<file path="config.mk">
export PLATFORM = sky130hd
export DESIGN_NAME = per2axi_res_channel
export DESIGN_NICKNAME = d
export VERILOG_FILES = /design/src/rtl/per2axi_res_channel.sv
export SDC_FILE = /design/constraint.sdc
export NUM_CORES = 1
export LEC_CHECK = 0
export BUFFER_PORTS_ARGS = -buffer_cell sky130_fd_sc_hd__clkbuf_2
export CELL_PAD_IN_SITES_DETAIL_PLACEMENT = 1
export CELL_PAD_IN_SITES_GLOBAL_PLACEMENT = 1
export CORE_MARGIN = 1
export CORE_UTILIZATION = 34
export CTS_CLUSTER_SIZE = 12
export DETAILED_ROUTE_END_ITERATION = 16
export PLACE_DENSITY_LB_ADDON = 0.1
export RECOVER_POWER = 25
export SYNTH_ARGS = -nofsm -noshare
export SYNTH_HDL_FRONTEND = slang
export SYNTH_SLANG_ARGS = --single-unit
</file>
<file path="constraint.sdc">
create_clock -name clk_i -period 3.1 [get_ports clk_i]
set_input_delay 0.31 -clock clk_i [delete_from_list [all_inputs] [get_ports clk_i]]
set_output_delay 0.31 -clock clk_i [all_outputs]
set_load 0.01 [all_outputs]
</file>
<file path="src/rtl/per2axi_res_channel.sv">
// Response path of the peripheral-to-AXI bridge: merges AXI R and B
// responses into single-cycle 32-bit peripheral response pulses.
module per2axi_res_channel #(
    parameter int PER_ID_WIDTH   = 8,
    parameter int AXI_ADDR_WIDTH = 32,
    parameter int AXI_DATA_WIDTH = 64,
    parameter int AXI_ID_WIDTH   = 3,
    parameter int AXI_USER_WIDTH = 6
) (
    input  logic                      clk_i,
    input  logic                      rst_ni,
    output logic                      per_slave_r_valid_o,
    output logic                      per_slave_r_opc_o,
    output logic [PER_ID_WIDTH-1:0]   per_slave_r_id_o,
    output logic [31:0]               per_slave_r_rdata_o,
    input  logic                      axi_master_r_valid_i,
    input  logic [AXI_DATA_WIDTH-1:0] axi_master_r_data_i,
    input  logic [1:0]                axi_master_r_resp_i,
    input  logic                      axi_master_r_last_i,
    input  logic [AXI_ID_WIDTH-1:0]   axi_master_r_id_i,
    input  logic [AXI_USER_WIDTH-1:0] axi_master_r_user_i,
    output logic                      axi_master_r_ready_o,
    input  logic                      axi_master_b_valid_i,
    input  logic [1:0]                axi_master_b_resp_i,
    input  logic [AXI_ID_WIDTH-1:0]   axi_master_b_id_i,
    input  logic [AXI_USER_WIDTH-1:0] axi_master_b_user_i,
    output logic                      axi_master_b_ready_o,
    input  logic                      trans_req_i,
    input  logic [AXI_ID_WIDTH-1:0]   trans_id_i,
    input  logic [AXI_ADDR_WIDTH-1:0] trans_add_i
);

    localparam int NID = 2**AXI_ID_WIDTH;

    logic [NID-1:0]          r_align;
    logic [NID-1:0]          r_err;
    logic                    r_prio_b;
    logic                    r_valid;
    logic                    r_opc;
    logic [PER_ID_WIDTH-1:0] r_id;
    logic [31:0]             r_rdata;

    logic w_gnt_r;
    logic w_gnt_b;
    logic w_unused;

    // r_prio_b set means B wins the next tie; ready is gated by reset
    assign w_gnt_r = rst_ni & axi_master_r_valid_i
                   & (~axi_master_b_valid_i | ~r_prio_b);
    assign w_gnt_b = rst_ni & axi_master_b_valid_i
                   & (~axi_master_r_valid_i | r_prio_b);

    assign axi_master_r_ready_o = w_gnt_r;
    assign axi_master_b_ready_o = w_gnt_b;

    assign per_slave_r_valid_o = r_valid;
    assign per_slave_r_opc_o   = r_opc;
    assign per_slave_r_id_o    = r_id;
    assign per_slave_r_rdata_o = r_rdata;

    assign w_unused = ^{axi_master_r_user_i, axi_master_b_user_i, trans_add_i};

    always_ff @(posedge clk_i or negedge rst_ni) begin
        if (!rst_ni) begin
            r_align  <= '0;
            r_err    <= '0;
            r_prio_b <= 1'b0;
            r_valid  <= 1'b0;
            r_opc    <= 1'b0;
            r_id     <= '0;
            r_rdata  <= '0;
        end else begin
            r_valid <= w_gnt_b | (w_gnt_r & axi_master_r_last_i);
            if (w_gnt_r | w_gnt_b)
                r_prio_b <= w_gnt_r;
            if (trans_req_i)
                r_align[trans_id_i] <= trans_add_i[2];
            if (w_gnt_r) begin
                if (axi_master_r_last_i) begin
                    r_err[axi_master_r_id_i] <= 1'b0;
                    r_opc <= axi_master_r_resp_i[1] | r_err[axi_master_r_id_i];
                    r_id  <= PER_ID_WIDTH'(1) << axi_master_r_id_i;
                    r_rdata <= r_align[axi_master_r_id_i]
                             ? axi_master_r_data_i[63:32]
                             : axi_master_r_data_i[31:0];
                end else begin
                    r_err[axi_master_r_id_i] <= r_err[axi_master_r_id_i]
                                              | axi_master_r_resp_i[1];
                end
            end
            if (w_gnt_b) begin
                r_opc   <= axi_master_b_resp_i[1];
                r_id    <= PER_ID_WIDTH'(1) << axi_master_b_id_i;
                r_rdata <= '0;
            end
        end
    end

`ifndef SYNTHESIS
    logic [NID-1:0] r_seen;

    always_ff @(posedge clk_i or negedge rst_ni) begin
        if (!rst_ni)
            r_seen <= '0;
        else if (trans_req_i)
            r_seen[trans_id_i] <= 1'b1;
    end

    always @(posedge clk_i) begin
        if (rst_ni && w_gnt_r)
            assert (r_seen[axi_master_r_id_i] ||
                    (trans_req_i && trans_id_i == axi_master_r_id_i))
            else $error("R response for unrequested id %0d", axi_master_r_id_i);
        if (rst_ni && w_gnt_b)
            assert (r_seen[axi_master_b_id_i] ||
                    (trans_req_i && trans_id_i == axi_master_b_id_i))
            else $error("B response for unrequested id %0d", axi_master_b_id_i);
    end
`endif

endmodule
</file>
### Yosys cells after proc, flatten, opt, wreduce, memory -nomap -nowiden

Cells that the tools add are included.

* $lt $le $gt $ge: 4
* shift-type cells: 2
* multiplexer cells: 21
* bitwise gates (word level): 15
* reductions and logical operators: 5

Operator list (count)
* $mux 32: 4
* $mux 8: 4
* $bwmux 8: 2
* $shl 1x3->8 const A: 2
* $and 8x8->8: 1
* $lt 3x4->1 const B: 2
* $not 8->8: 1
* $mux 1: 7
* $bmux 1 s3: 2
* $demux 1 s3: 2
* $ge 3x1->1 const B: 2
* $and 1x1->1: 5
* $or 1x1->1: 5
* $reduce_bool 2->1: 2
* $not 1->1: 3
* $logic_and 1x1->1: 2
* $reduce_and 2->1: 1

* bits in registers: 59
* output and inout port bits: 44
* word-level logic and storage cells: 54

### Longest topological paths before layout

Gate-level depths: netlist of the first run.

* depth after elaboration: 7
* gate-level depth with buffers: 7
* mapped depth without buffers: 5

### Least setup slack after synthesis of the first run

Ideal clock, no wire load.

* kind: input port to flip-flop
* start: in axi_master_r_id_i[2]
* end: reg r_rdata[2] (netlist: per_slave_r_rdata_o[2])
* arrival: 1.626 ns
* setup slack: 1.342 ns
* stages on the path: 6
* cell sequence: clkbuf_1 > mux4_2 > mux2i_4 > buf_6 > mux2i_1 > o21ai_1

* longest elaborated chain between the ends: 6

Ends and longest elaborated chain
* from (decl): line 20 `input logic [AXI_ID_WIDTH-1:0] axi_master_r_id_i,`
* $bmux 1 s3: line 83 `r_rdata <= r_align[axi_master_r_id_i]`
* $mux 1 (implied by the code): line 83
* $mux 32: line 84 `? axi_master_r_data_i[63:32]`
* $mux 32: line 79 `if (axi_master_r_last_i) begin`
* $mux 32: line 78 `if (w_gnt_r) begin`
* $mux 32: line 91 `if (w_gnt_b) begin`
* to (signal assigned): line 83
* to (decl): line 41 `logic [31:0] r_rdata;`

Every way passes these cells. The select of a mux whose other input is x is not followed.
A chain may end at the register's enable or synchronous reset.

### Worst setup path after layout of the first run

* start: in rst_ni
* end: out axi_master_b_ready_o

* longest elaborated chain between the ends: 2

Ends and longest elaborated chain
* from (decl): line 11 `input logic rst_ni,`
* $and 1x1->1: line 50 `assign w_gnt_b = rst_ni & axi_master_b_valid_i`
* $and 1x1->1: line 51 `& (~axi_master_r_valid_i | r_prio_b);`
* to (decl): line 27 `output logic axi_master_b_ready_o,`

Every way passes these cells.

==> results of run 1 <==
-- power by group through the flow --
stage	clock (uW)	sequential [uW]	combinational [uW]
floorplan	0	1010	371
global placement	0	980	619
detailed placement	0	987	633
CTS	752	974	634
global route	788	991	686
finish	727	971	616
-- area by class of cell --
cell class | instances | area [sq um]
tap | 105 | 131
fill | 1001 | 4500
clock inverter | 4 | 48.8
clock buffer | 12 | 155
inverter | 5 | 18.8
timing repair buffer | 131 | 658
sequential | 59 | 1480
multi-input combinational | 195 | 1390
-- state kept, by name, indices dropped and copies added (netlist names) --
| name | flops |
|---|---|
| r_err | 8 |
| r_align | 8 |
| per_slave_r_opc_o | 1 |
| per_slave_r_rdata_o | 32 |
| r_prio_b | 1 |
| per_slave_r_valid_o | 1 |
| per_slave_r_id_o | 8 |
-- cell usage after synthesis (all sizes together), types with 4 or more instances --
master	instances
nand2	12
dfrtp	59
inv	5
a22o	4
nand3	34
clkbuf	15
buf	6
mux2	8
o21ai	43
o41ai	7
a21boi	5
mux2i	35
nor2	4
nand4b	4
nand2b	6
-- critical path: cells and delay by family --
| family | cells | cell delay, ns |
|---|---|---|
| buffers and inverters | 4 | 1.16 |
| AND/OR/NAND/NOR | 2 | 0.42 |
-- how the worst max path moves through the flow --
stage                               to  slack (ns)  cells after the start
3_5_place_dp   per_slave_r_rdata_o[12]        0.75                      6
4_1_cts        per_slave_r_rdata_o[12]        1.04                      5
3_3_place_gp   per_slave_r_rdata_o[11]        0.79                      6
2_1_floorplan   per_slave_r_rdata_o[2]        1.34                      6
5_1_grt           axi_master_b_ready_o        0.76                      6
6_report          axi_master_b_ready_o        0.89                      6
-- routing by layer --
layer,wire length (um),global-route usage [%]
met1,3640,25.3
met3,468,5.21
met5,0,0
met2,3930,28.5
met4,136,6.97
-- stage by stage --
stage,power [uW],instances,instance area [sq um],hold WS (ns),utilization [%]
2_1_floorplan,1380,280,2990,0.0144,-
3_3_place_gp,1600,494,3680,0.152,43.9
3_5_place_dp,1620,494,3680,0.155,43.9
4_1_cts,2360,511,3890,0.229,46.5
5_1_grt,2470,511,3880,0.237,46.3
6_report,2310,511,3880,0.247,46.3
-- kinds of logic after synthesis --
| family | Yosys count | synth area share, % |
|---|---|---|
| AO/OA/AOI/OAI | 73 | 15.4 |
| buffers and inverters | 26 | 4.10 |
| flip-flops | 59 | 49.4 |
| multiplexers | 45 | 16.7 |
| AND/OR/NAND/NOR | 77 | 14.4 |
-- repair_timing --
action,CTS,global route
hold buffers,1,0
resized for setup,0,0
endpoints found under the hold margin,1,0
==> results.md, run 1 <==
- # setup viols final: 0
- Critical path's slowest cell: dlygate4sd3_1
- Mean Syn Cell Area: 10.7 sq um
- CP Data Required Time: about 2.8 ns
- Remaining global-route overflow: 0
- Aggregate negative setup slack: 0 ns
- Vias in the first global route: 2615
- Combinational power share: roughly a quarter
- Peak supply drop: 242 uV
- RSZ-0062 raised after global routing: false
- Most frequent cells in the layout: clkbuf_2 (113), dfrtp_1 (59), nand3_1 (34), mux2i_1 (34), o21ai_1 (32)
- Clk root buf: clkbuf_8
- Initial cell density of the core: between 30% and 40%
- Share of cells above drive strength 1: between 30% and 40%
- PortBufs: ~130
- Top-area cell type share of the netlist area: 49.4%
- Sink Count: a little under 60
- Clock-pin slew on the worst setup and hold paths: 0.06 ns
- Post-route setup slack: around 0.89 ns
- Final nets: 528
- Critical path class: input pin to output pin
- # rows: 33
- Die Width: 95.8 um
- Clk_skew: about 0.011 ns
- Gr usage total: a little under a fifth
- Routed Antenna Nets: 0
- Post-DP HPWL: between 5 and 6 mm
- Minimum clock period: ~2.2 ns
- Postcts setup bufs: 0
- Htree depth: 3
- Total number of vias: ~2700
- Vias per std cell: 5.24
- CTS buffer count: 9
- Hold Crit Start: axi_master_b_resp_i[1]
- WL/cell: 16.0 um
- Startpoint types: input pin
- CP Max Fanout: 10
- Drt first-iter violations: 52
- Worst skew pair latency: 0.33 ns
- Seq/Total Area, Yosys: 49.4%
- Number of max-cap violations: 0
- Largest stage delay, worst path: approximately 0.52 ns
- TritonRoute pass-1 iters: 4
- Ys flop type: dfrtp_1
- Gate Count Post-Synth: 280
- Slew Limit Fails: 0
- Async set or reset register ratio after synthesis: 100%
- Worst r2r path cells: 5
- Core ar.: ~0.0084 sq mm
- Die H: ~96 um
- Critical path capture point type: output pin
- Worst Hold Path Cells: 3
- Commonest non-fill, non-tap cell in the layout: clkbuf_2
- Area contributors post-synth: dfrtp_1 (49%), mux2i_1 (11%), nand3_1 (5.7%)
- Dpl ws: 0.749 ns
- Worst setup startpoint: rst_ni
- DRC Markers: 0
- Distinct cells, synth: 42
- Worst-Margin Slew: around 0.62 ns
- Clock buffer depth: 2
- Layout area overhead: 29.8%
- Clock network fraction of total power: a little under a third
- Initial antenna violation count: 0
- Ys Warns: 0
- CP Cell Sequence: dlygate4sd3_1, clkbuf_1, and2_1, nand2_1, inv_1, clkbuf_2
- R2r setup slk: 1.05 ns
- Sequential share of power: 42.0%
- Pin count of the biggest net entering global routing: 66
- Period utilization: a little under three quarters
- TritonCTS clock tree: built
- WP data arrival: 1.90 ns
- Io pins: between 150 and 200
- Diodes inserted: 0
- RR Endpoint: per_slave_r_rdata_o[12]
- PwrDens: around 600 mW/mm^2
- Yosys top cell by area: dfrtp_1
- Post-Syn Nets: a little over 400
- GP Congestion: 0.738
- Launch point of the worst reg-to-reg path: r_align[4]
- Die area: between 0.009 and 0.01 sq mm
- Post-Route WL: just over 8 mm
- Post-Synthesis Cell Area: 0.00299 sq mm
- P_int: approximately 1600 uW
- Min-Delay Endpoint: per_slave_r_opc_o
- Final Hold Vio Count: 0
- First-pass GRT wire length: roughly 13 mm
- Worst slew margin: approximately 59%
- #FFs+latches synth: a little under 60
- P_leak: approximately 0.0020 uW
- Highest clock rate: ~450 MHz
- Net Switching: between 700 and 800 uW
- Switch share: between 30 and 40%
- Status: finished clean
- Number of flops mapped to enable cells by yosys: 0
- Hold WC Path Type: input pin to flip-flop
Power figures use the tool's default switching activity.
==> run 2: changes to the inputs <==
CORE_UTILIZATION = 32   (was 34)
clock period = 2.2 ns   (was 3.1 ns; I/O delays follow)
==> results.md, run 2 (same netlist as run 1, synthesis figures left out) <==
- R2r setup slk: 0.31 ns
- Critical path class: flip-flop to flip-flop
- Io pins: about 170
- Minimum clock period: 1.89 ns
- Fillers: 1036
- CP Data Required Time: around 2.4 ns
- Aggregate negative setup slack: 0 ns
- Slew Limit Fails: 0
- Die Width: between 90 and 100 um
- Number of max-cap violations: 0
- Htree depth: 3
- Hold WC Path Type: input pin to flip-flop
- Worst hold slack: about 0.12 ns
- Status: finished clean
- Cts repair resizes: 0
- PortBufs: 125
- Remaining global-route overflow: 0
- PwrDens: between 800 and 900 mW/mm^2
- WL/cell: between 15 and 20 um
- First-pass GRT wire length: between 10 and 15 mm
- Sequential share of power: 40.2%
- Clock buffer depth: 2
- Clk_skew: roughly 0.0085 ns
- Reg area: between 0.001 and 0.0015 sq mm
- P_int: 2380 uW
- Share of cells above drive strength 1: 40.5%
- Period utilization: between 80% and 90%
- Die H: 98.7 um
- Vias per std cell: 5.16
- Commonest non-fill, non-tap cell in the layout: clkbuf_2
- Post-DP HPWL: between 5 and 6 mm
- P_leak: 0.00202 uW
- Sink Count: 59
- Diodes inserted: 0
- Startpoint types: flip-flop
- GP Congestion: around 0.74
- # setup viols final: 0
- Post-Route WL: 8.11 mm
- Worst skew pair latency: ~0.34 ns
- Die area: between 0.009 and 0.01 sq mm
- Peak supply drop: 424 uV
- DRC Markers: 0
- Clock-pin slew on the worst setup and hold paths: around 0.07 ns
- RSZ-0062 raised after global routing: false
- CTS Hold Bufs: 1
- Worst slew margin: between 50% and 60%
- Initial cell density of the core: about a third
- Largest register FFs: 32
- Highest clock rate: roughly 530 MHz
- Clk root buf: clkbuf_8
- Final Hold Vio Count: 0
- Postcts setup bufs: 0
- Gr usage total: 18.0%
- # rows: 34
- CP Max Fanout: 32
- Pin count of the biggest net entering global routing: between 60 and 70
- Vias in the first global route: roughly 2800
- Initial antenna violation count: 0
- Worst-Margin Slew: 0.732 ns
- Most frequent cells in the layout: clkbuf_2 (124), dfrtp_1 (59), nand3_1 (34), mux2i_1 (34), o21ai_1 (32)
- Combinational power share: between 20% and 30%
- Drt first-iter violations: 87
- Clock network fraction of total power: between 30% and 40%
- Routed Antenna Nets: 0
- Final nets: 529
- TritonCTS clock tree: built
- Layout area overhead: 31.7%
- CTS buffer count: 9
- Multi-input gate area: roughly 0.0014 sq mm
- WP data arrival: roughly 2.1 ns
- TritonRoute pass-1 iters: 4
- Critical path capture point type: flip-flop
- Net Switching: 1020 uW
- Switch share: between 20% and 30%
- Core ar.: about 0.009 sq mm
- Total number of vias: approximately 2700
[run 2: cell count changes in the layout (fill, tap and decap cells not counted), sizes merged]
cell / change
buf: +1
clkbuf: -1
bufinv: +1
[run 2: worst paths after layout]
| kind | depth (start not counted) | to | startpoint |
|---|---|---|---|
| worst max-delay path | 5 | per_slave_r_rdata_o[1] | r_align[6] |
| worst min-delay path | 3 | per_slave_r_opc_o | axi_master_b_resp_i[1] |
| worst max register to register | 5 | per_slave_r_rdata_o[1] | r_align[6] |
| worst min register to register | 1 | per_slave_r_id_o[7] | per_slave_r_id_o[7] |
| max in group asynchronous | 3 | per_slave_r_rdata_o[1] | rst_ni |
| min in group asynchronous | 2 | r_err[3] | rst_ni |
[run 2: stage by stage]
step           cell area [sq um]  utilization, %  power [uW]  setup WS (ns)  cells
2_1_floorplan               2990               -        1950          0.532    280
3_3_place_gp                3700            41.7        2270          0.324    498
3_5_place_dp                3700            41.7        2300          0.287    498
4_1_cts                     3940            44.3        3460          0.280    515
5_1_grt                     3940            44.3        3600          0.206    515
6_report                    3940            44.3        3400          0.312    515
[run 2: critical path, cell delays in order, from the launching register on]
cell and delay [ns]:
dfrtp_1 0.38, mux4_2 0.51, mux2i_4 0.18, buf_12 0.25, mux2i_1 0.30, o21ai_1 0.11
[run 2: power groups by stage]
stage | Combinational [uW] | Clock, uW | Sequential (uW)
floorplan | 522 | 0 | 1430
global placement | 895 | 0 | 1380
detailed placement | 915 | 0 | 1390
CTS | 919 | 1170 | 1370
global route | 994 | 1210 | 1390
finish | 893 | 1140 | 1370
[run 2: routing by layer]
metal,vias up,GRT usage [%],share of wire (%)
met2,75,31.9,51
met4,0,6.20,1.5
met5,-,0,0
li1,1291,-,-
met1,1280,21.3,42
met3,13,4.47,5.5
[run 2: cell type report]
cell class / instances / area share (%)
multi-input cells: 195 / 35.3
flip-flops and latches: 59 / 37.5
clock inverters: 5 / 1.91
clock buffers: 11 / 3.85
repair buffers: 132 / 17.5
inverters: 5 / 0.477
well taps: 108 / 3.43
==> run 3: changes to the inputs <==
CORE_UTILIZATION = 28   (was 32)
==> results.md, run 3 (same netlist as run 1, synthesis figures left out) <==
- Initial antenna violation count: 0
- DRC Markers: 0
- # rows: 37
- Slew Limit Fails: 0
- RSZ-0062 raised after global routing: false
- PortBufs: approximately 130
- Aggregate negative setup slack: 0 ns
- Final Hold Vio Count: 0
- Htree depth: 3
- Worst-Margin Slew: roughly 0.54 ns
- Period utilization: 87.5%
- Sink Count: 59
- Peak supply drop: 350 uV
- Gr usage total: between 10% and 20%
- Placed cell areas: about 0.0038 sq mm
- Startpoint types: input pin
- TritonCTS clock tree: built
- Critical path capture point type: output pin
- GP Congestion: between 0.7 and 0.8
- CTS buffer count: 9
- Cts repair resizes: 0
- PwrDens: ~850 mW/mm^2
- CP Max Fanout: 13
- Vias in the first global route: about 2600
- Clk_skew: ~0.008 ns
- Minimum clock period: around 1.9 ns
- Post-DP HPWL: 6.10 mm
- P_leak: ~0.0019 uW
- TritonRoute pass-1 iters: 4
- Worst setup startpoint: rst_ni
- Clock-pin slew on the worst setup and hold paths: approximately 0.060 ns
- Worst slew margin: 63.6%
- Hold Crit Start: axi_master_b_resp_i[1]
- Vias per std cell: around 4.8
- Largest register FFs: 32
- CP Cell Sequence: dlygate4sd3_1, buf_2, and2_1, nand2_1, inv_1, clkbuf_2
- Diodes inserted: 0
- Clk root buf: clkbuf_8
- Drt first-iter violations: 81
- Reg area: around 0.0015 sq mm
- Highest clock rate: between 500 and 600 MHz
- Critical path's slowest cell: dlygate4sd3_1
- Worst hold slack: approximately 0.13 ns
- # setup viols final: 0
- Share of cells above drive strength 1: ~33%
- First-pass GRT wire length: 13.7 mm
- Most frequent cells in the layout: clkbuf_2 (94), dfrtp_1 (59), nand3_1 (34), mux2i_1 (34), o21ai_1 (32)
- Remaining global-route overflow: 0
- Launch point of the worst reg-to-reg path: r_align[6]
- WP data arrival: about 1.7 ns
- Post-Layout Inst Area: 0.00395 sq mm
- Die area: approximately 0.011 sq mm
- Critical path's top delay family: buffers and inverters
- Post-Route WL: about 8.3 mm
- Die H: around 110 um
- Clock buffer depth: 2
- Worst skew pair latency: 0.33 ns
- Status: finished clean
- Fillers: 1222
- Commonest non-fill, non-tap cell in the layout: clkbuf_2
- Core ar.: 0.0103 sq mm
- Postcts setup bufs: 0
- WL/cell: ~15 um
- Total number of vias: around 2600
- Number of max-cap violations: 0
- CP Data Required Time: a little under 2 ns
- CTS Hold Bufs: 1
- Die Width: 105 um
- Layout area overhead: 32.0%
- Hold WC Path Type: input pin to flip-flop
- Routed Antenna Nets: 0
- Final Core Density: between 30% and 40%
- Buf/Inv on CP: 4
- Multi-input gate area: roughly 0.0014 sq mm
- Largest stage delay, worst path: roughly 0.52 ns
- Initial cell density of the core: just under 30%
- Pin count of the biggest net entering global routing: 66
- Io pins: 171
- Critical path class: input pin to output pin
- Final nets: 530
## run 3: worst paths after layout
kind / to / slack (ns) / depth (start not counted)
max in group asynchronous: per_slave_r_rdata_o[26] / 0.78 / 4
hold reg to reg: per_slave_r_id_o[7] / 0.50 / 1
setup reg to reg: per_slave_r_rdata_o[15] / 0.37 / 5
hold / removal: per_slave_r_opc_o / 0.13 / 3
min in group asynchronous: r_err[2] / 0.29 / 2
setup / recovery: axi_master_b_ready_o / 0.28 / 6
## run 3: cell type report
type	count	area share [%]
sequential	59	37.4
multi-input combinational	195	35.2
timing repair buffer	133	17.1
tap	136	4.31
clock buffer	10	3.49
clock inverter	5	1.97
inverter	5	0.476
## run 3: through the flow
stage	total power (uW)	std cells	setup WS [ns]
2_1_floorplan	1950	280	0.532
3_3_place_gp	2290	527	0.310
3_5_place_dp	2310	527	0.301
4_1_cts	3430	543	0.270
5_1_grt	3550	543	0.150
6_report	3340	543	0.276
## run 3: worst min-delay path, delay by kind of cell
kind / cells / cell delay (ns)
AOI/OAI and AO/OA: 1 / 0.06
buffers and inverters: 1 / 0.09
and+or+nand+nor: 1 / 0.04
## run 3: per-layer routing
| layer | routed length (um) | vias to the layer above | global-route usage [%] |
|---|---|---|---|
| li1 | - | 1280 | - |
| met1 | 3730 | 1237 | 20.2 |
| met2 | 4150 | 69 | 26.3 |
| met3 | 366 | 8 | 3.65 |
| met4 | 95 | 0 | 5.43 |
| met5 | 0 | - | 0 |
## run 3: report_power, final
| part | total, uW | switching, uW | leakage, uW | internal [uW] |
|---|---|---|---|---|
| registers | 1370 | 100 | 0.000770 | 1270 |
| clock network | 1090 | 435 | 0.000108 | 658 |
| logic | 877 | 475 | 0.00105 | 402 |
| total | 3340 | 1010 | 0.00192 | 2330 |
